$ cat src/rtl/aon_rtc_pkg.sv
// Shared constants for the AON real-time counter: register indices, CFG field
// positions and reset values.
package aon_rtc_pkg;

  localparam int unsigned ADDR_W = 3;
  localparam int unsigned DATA_W = 32;

  localparam logic [ADDR_W-1:0] RTC_CFG      = 3'd0;
  localparam logic [ADDR_W-1:0] RTC_COUNT_LO = 3'd1;
  localparam logic [ADDR_W-1:0] RTC_COUNT_HI = 3'd2;
  localparam logic [ADDR_W-1:0] RTC_SCALED   = 3'd3;
  localparam logic [ADDR_W-1:0] RTC_CMP      = 3'd4;
  localparam logic [ADDR_W-1:0] RTC_STATUS   = 3'd5;

  localparam int unsigned CFG_EN_BIT    = 0;
  localparam int unsigned CFG_SCALE_LSB = 4;

  localparam logic [DATA_W-1:0] CMP_RST = 32'hFFFF_FFFF;

endpackage

$ cat src/rtl/lfclk_edge_det.sv
// Rising-edge detector for the clk-synchronous divided low-frequency clock.
// Produces a one-cycle tick per lfclk period; shared with the AON watchdog.
module lfclk_edge_det (
  input  logic clk,
  input  logic reset,
  input  logic lfclk_in,
  output logic tick
);

  logic lf_q;

  always_ff @(posedge clk) begin
    if (reset) lf_q <= 1'b0;
    else       lf_q <= lfclk_in;
  end

  assign tick = lfclk_in & ~lf_q;

endmodule

$ cat src/rtl/aon_lfclk_rtc.sv
// AON real-time counter: counts lfclk rising edges, exposes a scaled view,
// a compare register and a level interrupt through a single-cycle register port.
module aon_lfclk_rtc
  import aon_rtc_pkg::*;
#(
  parameter int unsigned CNT_W   = 48,
  parameter int unsigned CMP_W   = 32,
  parameter int unsigned SCALE_W = 4
) (
  input  logic              clk,
  input  logic              reset,
  input  logic              lfclk_in,
  input  logic              wr_en,
  input  logic [ADDR_W-1:0] wr_addr,
  input  logic [DATA_W-1:0] wr_data,
  input  logic              rd_en,
  input  logic [ADDR_W-1:0] rd_addr,
  output logic [DATA_W-1:0] rd_data,
  output logic              irq
);

  localparam int unsigned HI_W = CNT_W - 32;

  logic               tick;
  logic               en_q;
  logic [SCALE_W-1:0] scale_q;
  logic [CNT_W-1:0]   count_q;
  logic [CMP_W-1:0]   cmp_q;
  logic               ip_q;

  logic [CNT_W-1:0]   shifted_c;
  logic [CMP_W-1:0]   scaled_c;
  logic [DATA_W-1:0]  rd_mux_c;
  logic               wr_cfg_c, wr_lo_c, wr_hi_c, wr_cmp_c;

  lfclk_edge_det u_edge_det (
    .clk      (clk),
    .reset    (reset),
    .lfclk_in (lfclk_in),
    .tick     (tick)
  );

  assign wr_cfg_c = wr_en && (wr_addr == RTC_CFG);
  assign wr_lo_c  = wr_en && (wr_addr == RTC_COUNT_LO);
  assign wr_hi_c  = wr_en && (wr_addr == RTC_COUNT_HI);
  assign wr_cmp_c = wr_en && (wr_addr == RTC_CMP);

  assign shifted_c = count_q >> scale_q;
  assign scaled_c  = shifted_c[CMP_W-1:0];

  // Config and compare registers
  always_ff @(posedge clk) begin
    if (reset) begin
      en_q    <= 1'b0;
      scale_q <= '0;
      cmp_q   <= CMP_W'(CMP_RST);
    end else begin
      if (wr_cfg_c) begin
        en_q    <= wr_data[CFG_EN_BIT];
        scale_q <= wr_data[CFG_SCALE_LSB +: SCALE_W];
      end
      if (wr_cmp_c) cmp_q <= CMP_W'(wr_data);
    end
  end

  // Software writes take priority over, and swallow, a coincident tick
  always_ff @(posedge clk) begin
    if (reset) begin
      count_q <= '0;
    end else if (wr_lo_c) begin
      count_q[31:0] <= wr_data;
    end else if (wr_hi_c) begin
      count_q[CNT_W-1:32] <= wr_data[HI_W-1:0];
    end else if (en_q && tick) begin
      count_q <= count_q + CNT_W'(1);
    end
  end

  // Compare is evaluated every cycle, independent of en
  always_ff @(posedge clk) begin
    if (reset) ip_q <= 1'b0;
    else       ip_q <= (scaled_c >= cmp_q);
  end

  assign irq = ip_q;

  always_comb begin
    rd_mux_c = '0;
    case (rd_addr)
      RTC_CFG: begin
        rd_mux_c[CFG_EN_BIT]               = en_q;
        rd_mux_c[CFG_SCALE_LSB +: SCALE_W] = scale_q;
      end
      RTC_COUNT_LO: rd_mux_c    = count_q[31:0];
      RTC_COUNT_HI: rd_mux_c    = DATA_W'(count_q[CNT_W-1:32]);
      RTC_SCALED:   rd_mux_c    = DATA_W'(scaled_c);
      RTC_CMP:      rd_mux_c    = DATA_W'(cmp_q);
      RTC_STATUS:   rd_mux_c[0] = ip_q;
      default:      rd_mux_c    = '0;
    endcase
  end

  // Read data captures pre-write state and holds until the next read
  always_ff @(posedge clk) begin
    if (reset)      rd_data <= '0;
    else if (rd_en) rd_data <= rd_mux_c;
  end

endmodule
$ cat config.mk
export PLATFORM = sky130hd
export DESIGN_NAME = aon_lfclk_rtc
export DESIGN_NICKNAME = d
export VERILOG_FILES = /design/src/rtl/aon_rtc_pkg.sv /design/src/rtl/lfclk_edge_det.sv /design/src/rtl/aon_lfclk_rtc.sv
export SDC_FILE = /design/constraint.sdc
export NUM_CORES = 1
export LEC_CHECK = 0
export ABC_AREA = 1
export ABC_CLOCK_PERIOD_IN_PS = 5800
export CAP_MARGIN = 20
export CELL_PAD_IN_SITES_DETAIL_PLACEMENT = 2
export CELL_PAD_IN_SITES_GLOBAL_PLACEMENT = 2
export CORE_UTILIZATION = 34
export DETAILED_ROUTE_END_ITERATION = 6
export PLACE_DENSITY = 0.89
export SYNTH_ARGS = -nofsm -noshare
export SYNTH_HDL_FRONTEND = slang
export SYNTH_SLANG_ARGS = --single-unit
$ cat constraint.sdc
create_clock -name clk -period 5.8 [get_ports clk]
set_input_delay 1.16 -clock clk [delete_from_list [all_inputs] [get_ports clk]]
set_output_delay 1.16 -clock clk [all_outputs]
set_load 0.02 [all_outputs]
==> results of run 1 <==
[final timing paths]
path                              to  slack [ns]  depth (start not counted)
max                   irq$_SDFF_PP0_        1.72                         15
max reg2reg           irq$_SDFF_PP0_        1.72                         15
min          rd_data[2]$_SDFFE_PP0P_        0.47                          2
min reg2reg  rd_data[2]$_SDFFE_PP0P_        0.47                          2
[sequential cells by signal, summed over array words and instances (netlist names)]
signal           count
cmp_q               32
irq                  1
scale_q              4
en_q                 1
count_q             48
u_edge_det.lf_q      1
rd_data             32
[cell usage after synthesis, types with 2 or more instances]
cell,instances
nand2_1,470
nand3_1,323
inv_1,133
a21oi_1,128
nor2_1,125
dfxtp_1,119
clkbuf_1,43
buf_2,39
o21ai_0,38
ha_1,33
o211ai_1,33
o22ai_1,32
and2_1,31
nand4_1,21
buf_1,12
nor2_2,11
o21ai_1,10
buf_4,9
inv_2,6
nand2_2,5
nor2_4,5
nor3_1,5
xor2_1,5
a211oi_1,3
nand3_2,3
o21a_1,3
a31oi_1,2
nand3b_1,2
[through the flow]
stage / util (%) / setup WS [ns] / hold slack [ns] / cell area [µm²]
after floorplan: - / 3.515 / 0.4584 / 9674
after global placement: 37.83 / 1.938 / 0.4525 / 10540
after detailed placement: 37.83 / 1.783 / 0.4615 / 10540
after CTS: 40.14 / 1.818 / 0.4710 / 11180
after global routing: 40.14 / 1.402 / 0.4962 / 11180
final: 40.14 / 1.719 / 0.4674 / 11180
[worst max-delay path, delay by kind of cell (launching register included)]
kind | cells | cell delay (ns)
flip-flops | 1 | 0.91
buffers and inverters | 2 | 0.72
AND/OR/NAND/NOR | 12 | 2.06
adder cells (fa/ha/maj) | 1 | 0.31
[power by group]
group          total (W)  internal (W)  switching, W
clock            0.00124      0.000748      0.000493
combinational   0.000330      0.000108      0.000222
sequential      0.000853      0.000835     0.0000174
total            0.00242       0.00169      0.000733
[cell families (layout without fill, tap and decap cells)]
family          after synthesis  after routing  share of synthesized area, %
fa+ha+maj                    33             33                         4.268
flops                       119            119                         24.62
xor+xnor                      6              6                        0.5432
compound gates              252            252                         14.60
buf+inv                     243            260                         10.29
simple gates               1003           1003                         45.67
[routing by layer]
metal  wire length (µm)  up-vias
met5                  0        -
met4               3426        0
met3               2997      154
met2              23640      481
met1              20970     6126
li1                   -     5523
[layout by cell type (no fill, tap or decap), types with 2 or more instances in the layout]
cell and instances:
buf_4 14, inv_6 3, and2_1 31, a31oi_1 2, nand3_2 3, o21a_1 3, inv_2 6, clkbuf_16 17
nor2_4 6, clkinv_4 3, o21ai_0 38, nor3_1 5, a21oi_1 128, o211ai_1 33, nand3b_1 2, nor2_1 124
nand3_1 323, inv_1 133, ha_1 33, clkdlybuf4s50_1 74, nor2_2 11, clkbuf_8 2, xor2_1 5, a211oi_1 3
dfxtp_1 119, nand2_2 5, nand4_1 21, nand2_1 470, o22ai_1 32, bufinv_16 4, clkinvlp_4 2, o21ai_1 10
[final cells by class]
cell class	count	area, µm²
clock buffers	19	452.9
inverters	139	521.8
repair buffers	89	850.8
fillers	3444	16670
flip-flops and latches	119	2382
clock inverters	13	192.7
well taps	378	473.0
multi-input cells	1294	6310
==> impl_metrics.yaml, run 1 <==
run_status:
  outcome: "finished, violations left"
  violations: "design-rule violations"
layout:
  synthToLayoutAreaGrowth_pct: 15.60
  drive_gt1_share_pct: 4.842
  finalNonFillerCells: 2051
  diodes: 0
  nets: 1736
floorplan:
  design.die.area_um2: 29130
  ios: 76
  initial_core_util_pct: 34.73
  die_w_um: 170.7
  coreArea_um2: 27860
  rows: 61
  die_h_um: 170.7
synthesis:
  synth_area_um2: 9674
  ys_warn_count: 0
  synth_top_area_share_pct: 24.62
  syn_inst: 1656
  synth_seq_cells: 119
  synth-edff-count: 0
  avgSynthCellArea_um2: 5.842
  ys_seq_area_share_pct: 24.62
  ys_top_cells_by_area: "dfxtp_1 (25%), nand2_1 (18%), nand3_1 (17%)"
  synth_fp_nets: 1732
  synth_cell_types: 35
  yosysTopAreaCell: "dfxtp_1"
  async_flop_share_pct: 0
  ys.flop_type: "dfxtp_1"
clocking:
  path_clk_slew_ns: 0.06
  postCtsHoldBufs: 0
  cts_buffers: 17
  cts_tree: "yes"
  clock_path_buffers: 2
  worstSkewPairLatency_ns: 0.45
  cts_setup_buffers: 0
  cts_sinks: 119
  cts_root_buf: "clkbuf_16"
  ctsHtreeMaxLevel: 4
  post_cts_resized: 0
global_routing:
  gr-max-usage-layer: "met2"
  met1_usage_pct: 42.87
  met3_usage_pct: 5.714
  grt_pass1_wl_um: 77400
  grt_usage_pct: 35.81
  grt_max_degree: 65
  grt_antenna_before_repair: 0
  grt_util_met2_pct: 59.02
  grt_pass1_vias: 12950
  gr-total-overflow: 0
sta:
  finalSetupViolCount: 0
  slew_headroom_pct: 32.01
  worst_pin_slew_ns: 1.017
  report.final.slew_viol_count: 0
  period_minus_slack_ns: 4.081
  rsz0062_at_grt: "false"
  hold_viol: 0
  fmax_mhz: 245.0
  tns_ns: 0
  fin_skew_ns: 0.01184
  post-route-period-util_pct: 70.36
worst_setup_path:
  cp.required_ns: 6.19
  crit_top_cell: "nand3_1"
  crit_path_start: "scale_q[0]$_SDFFE_PP0P_"
  r2r-start: "scale_q[0]$_SDFFE_PP0P_"
  arrival_ns: 4.47
  cp-start-kind: "register"
  cp_cell_sequence: "inv_2, nand2_1, nand3_1, nand3_1, nand3_1, and2_1, ha_1, nand2_1, nor3_1, nand3_1, nor2_1, nand4_1, nand3_1, nand2_1, inv_1"
  worstPathMaxFanout: 47
  end_kind: "register"
  path_class: "reg2reg"
  slowest_delay_ns: 0.91
  slowest_stage: "dfxtp_1"
worst_hold_path:
  hold_path.class: "reg2reg"
  hold_start: "rd_data[2]$_SDFFE_PP0P_"
power_and_ir_drop:
  leakage_nw: 4.486
  ir_worst_vdd_mv: 0.1524
  p_per_area_nw_per_um2: 216.7
  fin_total_pwr_w: 0.002424
detailed_routing:
  drt_iter0_drc: 886
  first_pass_iters: 7
  vias: 12280
  drt-total-wl_um: 51030
  routedWlPerCell_um: 24.88
  antenna_violating_nets_post_route: 0
  drc: 1
  via_per_inst: 5.989
job:
  maxCapViolations: 0
place:
  gp_congestion: 0.9443
  placed_cells: 2019
  dp_hpwl_um: 36700
  io_buffers: 75
(Power assumes the default switching activity.)
==> inputs of run 2 (changes only) <==
- ABC_CLOCK_PERIOD_IN_PS: 5800 -> 3800
- CORE_UTILIZATION: 34 -> 31
- PLACE_DENSITY: 0.89 -> 0.82
- clock period: 5.8 -> 3.8 ns (I/O delays scaled with it)
==> impl_metrics.yaml, run 2 (synthesis gave the netlist of run 1 again) <==
worst_hold_path:
  worstHoldEndpoint: "rd_data[16]$_SDFFE_PP0P_"
  min_path_cells: 2
  hold_path.class: "reg2reg"
  hold_start: "rd_data[16]$_SDFFE_PP0P_"
sta:
  fin_skew_ns: 0.01230
  period_minus_slack_ns: 2.985
  fmax_mhz: 335.0
  hold_viol: 0
  slew_headroom_pct: 32.83
  rsz0062_at_grt: "false"
  whs_ns: 0.4673
  tns_ns: 0
  worst_pin_slew_ns: 1.006
  report.final.slew_viol_count: 0
  finalSetupViolCount: 0
  post-route-period-util_pct: 78.57
global_routing:
  grt_antenna_before_repair: 0
  grt_max_degree: 73
  gr-total-overflow: 0
  grt_pass1_vias: 12670
  gr-max-usage-layer: "met2"
  met1_usage_pct: 38.96
  grt_util_met2_pct: 52.99
  met3_usage_pct: 4.008
  grt_pass1_wl_um: 74730
  grt_usage_pct: 31.58
job:
  maxCapViolations: 0
place:
  post_dp_cell_area_um2: 10680
  dp_hpwl_um: 37980
  gp_congestion: 0.9112
  io_buffers: 75
worst_setup_path:
  crit_top_cell: "nand3_1"
  arrival_ns: 3.33
  r2r-start: "scale_q[0]$_SDFFE_PP0P_"
  end_kind: "register"
  cp_cell_sequence: "inv_2, nand2_1, nand3_1, nand3_1, nand3_1, and2_1, ha_1, a21oi_1, o21ai_0, nand2_1, a21oi_1, nor2_1, nand3_1, nand2_1, inv_1"
  slowest_stage: "inv_2"
  cp-start-kind: "register"
  r2r_slack_ns: 0.81
  cp.required_ns: 4.15
  path_class: "reg2reg"
  reg2regPathDepth: 15
  cpLargestDelayFamily: "simple AND/OR/NAND/NOR gates"
  slowest_delay_ns: 0.61
  rr_endpoint: "irq$_SDFF_PP0_"
  worstPathMaxFanout: 47
  path_buf_inv: 2
clocking:
  ctsHtreeMaxLevel: 4
  cts_sinks: 119
  cts_tree: "yes"
  worstSkewPairLatency_ns: 0.45
  clock_path_buffers: 2
  cts_root_buf: "clkbuf_16"
  postCtsHoldBufs: 0
  cts_setup_buffers: 0
  path_clk_slew_ns: 0.07
  post_cts_resized: 0
  cts_buffers: 17
power_and_ir_drop:
  p_per_area_nw_per_um2: 309.0
  ir_worst_vdd_mv: 0.3022
  fin_total_pwr_w: 0.003478
  leakage_nw: 4.524
detailed_routing:
  vias: 12150
  routedWlPerCell_um: 23.68
  via_per_inst: 5.827
  first_pass_iters: 5
  antenna_violating_nets_post_route: 0
  drc: 0
  drt_iter0_drc: 909
  drt-total-wl_um: 49380
layout:
  synthToLayoutAreaGrowth_pct: 16.35
  final_common_cell: "nand2_1"
  regArea_um2: 2382
  multi_input_comb_area_um2: 6305
  final_cell_mix: "nand2_1 (470), nand3_1 (323), inv_1 (133)"
  diodes: 0
  drive_gt1_share_pct: 5.684
  largest_reg_flops: 48
  nets: 1752
  fillCellCount: 3835
  regMostFlops: "count_q"
  final_area_um2: 11260
  reg_top3: "count_q (48), cmp_q (32), rd_data (32)"
run_status:
  outcome: "completed"
floorplan:
  design.die.area_um2: 31920
  coreArea_um2: 30670
  die_w_um: 178.7
  die_h_um: 178.7
  ios: 76
  initial_core_util_pct: 31.54
  rows: 64
run 2: how the worst max path moves through the flow:
stage | start | slack (ns) | end | cells after the start
floorplan | scale_q[1]$_SDFFE_PP0P_ | 1.52 | irq$_SDFF_PP0_ | 15
detailed placement | wr_en | 0.86 | count_q[2]$_SDFFE_PP0P_ | 10
global route | scale_q[0]$_SDFFE_PP0P_ | 0.56 | irq$_SDFF_PP0_ | 15
finish | scale_q[0]$_SDFFE_PP0P_ | 0.81 | irq$_SDFF_PP0_ | 15
CTS | scale_q[0]$_SDFFE_PP0P_ | 0.86 | irq$_SDFF_PP0_ | 15
global placement | scale_q[0]$_SDFFE_PP0P_ | 0.99 | irq$_SDFF_PP0_ | 15
run 2: through the flow:
stage | setup slack [ns] | cells | util (%)
after global placement | 0.9881 | 2053 | 34.81
after global routing | 0.5619 | 2085 | 36.70
after floorplan | 1.515 | 1656 | -
after CTS | 0.8648 | 2085 | 36.70
after detailed placement | 0.8648 | 2053 | 34.81
final | 0.8145 | 2085 | 36.70
run 2: power breakdown:
part	switching, W	internal, W
registers	0.0000198	0.00128
logic	0.000337	0.000170
clock network	0.000710	0.000967
run 2: per-layer routing:
metal	share of wire [%]	vias to the layer above
met5	0	-
met2	48	407
met3	4.6	116
li1	-	5544
met4	5.1	0
met1	43	6082
run 2: worst reg2reg max path, stage by stage (launching register included):
cell	delay (ns)
dfxtp_1	0.33
inv_2	0.61
nand2_1	0.21
nand3_1	0.15
nand3_1	0.13
nand3_1	0.19
and2_1	0.15
ha_1	0.24
a21oi_1	0.14
o21ai_0	0.10
nand2_1	0.08
a21oi_1	0.07
nor2_1	0.24
nand3_1	0.12
nand2_1	0.07
inv_1	0.05
run 2: final cells by class:
type,instances,share of cell area [%]
multi-input cells,1294,56.01
clock inverters,14,1.345
inverters,139,4.635
repair buffers,105,8.626
well taps,396,4.402
clock buffers,18,3.813
flip-flops and latches,119,21.16
==> inputs of run 3 (changes only) <==
- ABC_CLOCK_PERIOD_IN_PS: 3800 -> 3000
- clock period: 3.8 -> 3 ns (I/O delays scaled with it)
==> impl_metrics.yaml, run 3 (synthesis gave the netlist of run 1 again) <==
worst_hold_path:
  hold_start: "rd_data[24]$_SDFFE_PP0P_"
  hold_path.class: "reg2reg"
  worstHoldEndpoint: "rd_data[24]$_SDFFE_PP0P_"
  min_path_cells: 2
layout:
  final_cell_mix: "nand2_1 (470), nand3_1 (323), inv_1 (133)"
  fillCellCount: 3822
  regMostFlops: "count_q"
  utilization_pct: 37.72
  drive_gt1_share_pct: 7.446
  synthToLayoutAreaGrowth_pct: 19.59
  largest_reg_flops: 48
  regArea_um2: 2382
  diodes: 0
  final_common_cell: "nand2_1"
  multi_input_comb_area_um2: 6307
  nets: 1782
  reg_top3: "count_q (48), cmp_q (32), rd_data (32)"
  final_area_um2: 11570
sta:
  period_minus_slack_ns: 2.849
  hold_viol: 0
  tns_ns: 0
  report.final.slew_viol_count: 0
  rsz0062_at_grt: "false"
  worst_pin_slew_ns: 0.6709
  fin_skew_ns: 0.01855
  fmax_mhz: 351.0
  slew_headroom_pct: 55.28
  whs_ns: 0.4647
  finalSetupViolCount: 0
  post-route-period-util_pct: 94.97
clocking:
  cts_buffers: 17
  ctsHtreeMaxLevel: 4
  cts_root_buf: "clkbuf_16"
  cts_sinks: 119
  path_clk_slew_ns: 0.07
  clock_path_buffers: 2
  cts_tree: "yes"
  worstSkewPairLatency_ns: 0.45
worst_setup_path:
  worstPathMaxFanout: 22
  path_class: "reg2reg"
  r2r-start: "scale_q[0]$_SDFFE_PP0P_"
  arrival_ns: 3.19
  reg2regPathDepth: 16
  cp-start-kind: "register"
  rr_endpoint: "irq$_SDFF_PP0_"
  cp.required_ns: 3.34
  end_kind: "register"
  r2r_slack_ns: 0.15
floorplan:
  initial_core_util_pct: 31.54
  ios: 76
  die_h_um: 178.7
  die_w_um: 178.7
  rows: 64
  coreArea_um2: 30670
  design.die.area_um2: 31920
power_and_ir_drop:
  leakage_nw: 4.725
  p_per_area_nw_per_um2: 400.7
  ir_worst_vdd_mv: 0.3725
  fin_total_pwr_w: 0.004637
job:
  maxCapViolations: 0
detailed_routing:
  routedWlPerCell_um: 24.34
  via_per_inst: 5.788
  drt-total-wl_um: 51490
  drt_iter0_drc: 796
  drc: 0
  vias: 12240
  antenna_violating_nets_post_route: 0
  first_pass_iters: 5
global_routing:
  grt_max_degree: 65
  grt_pass1_vias: 12840
  grt_usage_pct: 32.70
  grt_pass1_wl_um: 77070
  gr-total-overflow: 0
  grt_antenna_before_repair: 0
place:
  gp_congestion: 0.9613
  io_buffers: 75
  post_dp_cell_area_um2: 10930
  dp_hpwl_um: 39620
run_status:
  outcome: "completed"
## run 3: area by class of cell
type | instances | area share (%)
Clock buffer | 17 | 3.677
Inverter | 139 | 4.510
Timing Repair Buffer | 135 | 10.55
Multi-Input combinational cell | 1294 | 54.52
Sequential cell | 119 | 20.59
Tap cell | 396 | 4.282
Clock inverter | 15 | 1.871
## run 3: worst max-delay path, stage by stage (launching register included)
cell and delay, ns:
dfxtp_1 0.37, inv_2 0.12, buf_4 0.24, nand2_1 0.10, nand3_1 0.13, nand3_1 0.13, nand3_1 0.17, and2_1 0.23
ha_1 0.31, a21oi_1 0.13, o21ai_0 0.09, nand2_1 0.07, nand3_1 0.08, nor2_1 0.31, nand3_1 0.12, nand2_1 0.07
inv_1 0.05
## run 3: power breakdown
group	internal, W	switching [W]	total, W	leakage (nW)
Clock	0.00141	0.000921	0.00233	0.307
Sequential	0.00162	0.0000258	0.00164	0.965
Combinational	0.000225	0.000439	0.000664	3.45
Total	0.00325	0.00139	0.00464	4.73
## run 3: through the flow
step / std cells / worst slack (ns)
6_report: 2115 / 0.1508
5_1_grt: 2115 / 0.02549
4_1_cts: 2115 / 0.1376
3_5_place_dp: 2083 / 0.1981
3_3_place_gp: 2083 / 0.2687
2_1_floorplan: 1656 / 0.7152
## run 3: repair_timing
item,in CTS,in global routing
hold endpoints to repair,0,0
hold buffers,0,0
setup endpoints to repair,0,1
setup buffers,0,0
resized for setup,0,1
## run 3: layer usage
layer	vias to the layer above	GRT usage (%)	share of wire, %
met3	150	5.619	4.9
li1	5609	-	-
met1	6118	38.54	42
met4	0	20.59	6.4
met5	-	0	0
met2	365	54.89	47
## run 3: worst max-delay path by stage
| stage | cells past startpoint | start | end |
|---|---|---|---|
| after floorplan | 15 | scale_q[1]$_SDFFE_PP0P_ | irq$_SDFF_PP0_ |
| after global placement | 16 | scale_q[0]$_SDFFE_PP0P_ | irq$_SDFF_PP0_ |
| after detailed placement | 16 | scale_q[0]$_SDFFE_PP0P_ | irq$_SDFF_PP0_ |
| after CTS | 16 | scale_q[0]$_SDFFE_PP0P_ | irq$_SDFF_PP0_ |
| after global routing | 16 | scale_q[0]$_SDFFE_PP0P_ | irq$_SDFF_PP0_ |
| final | 16 | scale_q[0]$_SDFFE_PP0P_ | irq$_SDFF_PP0_ |
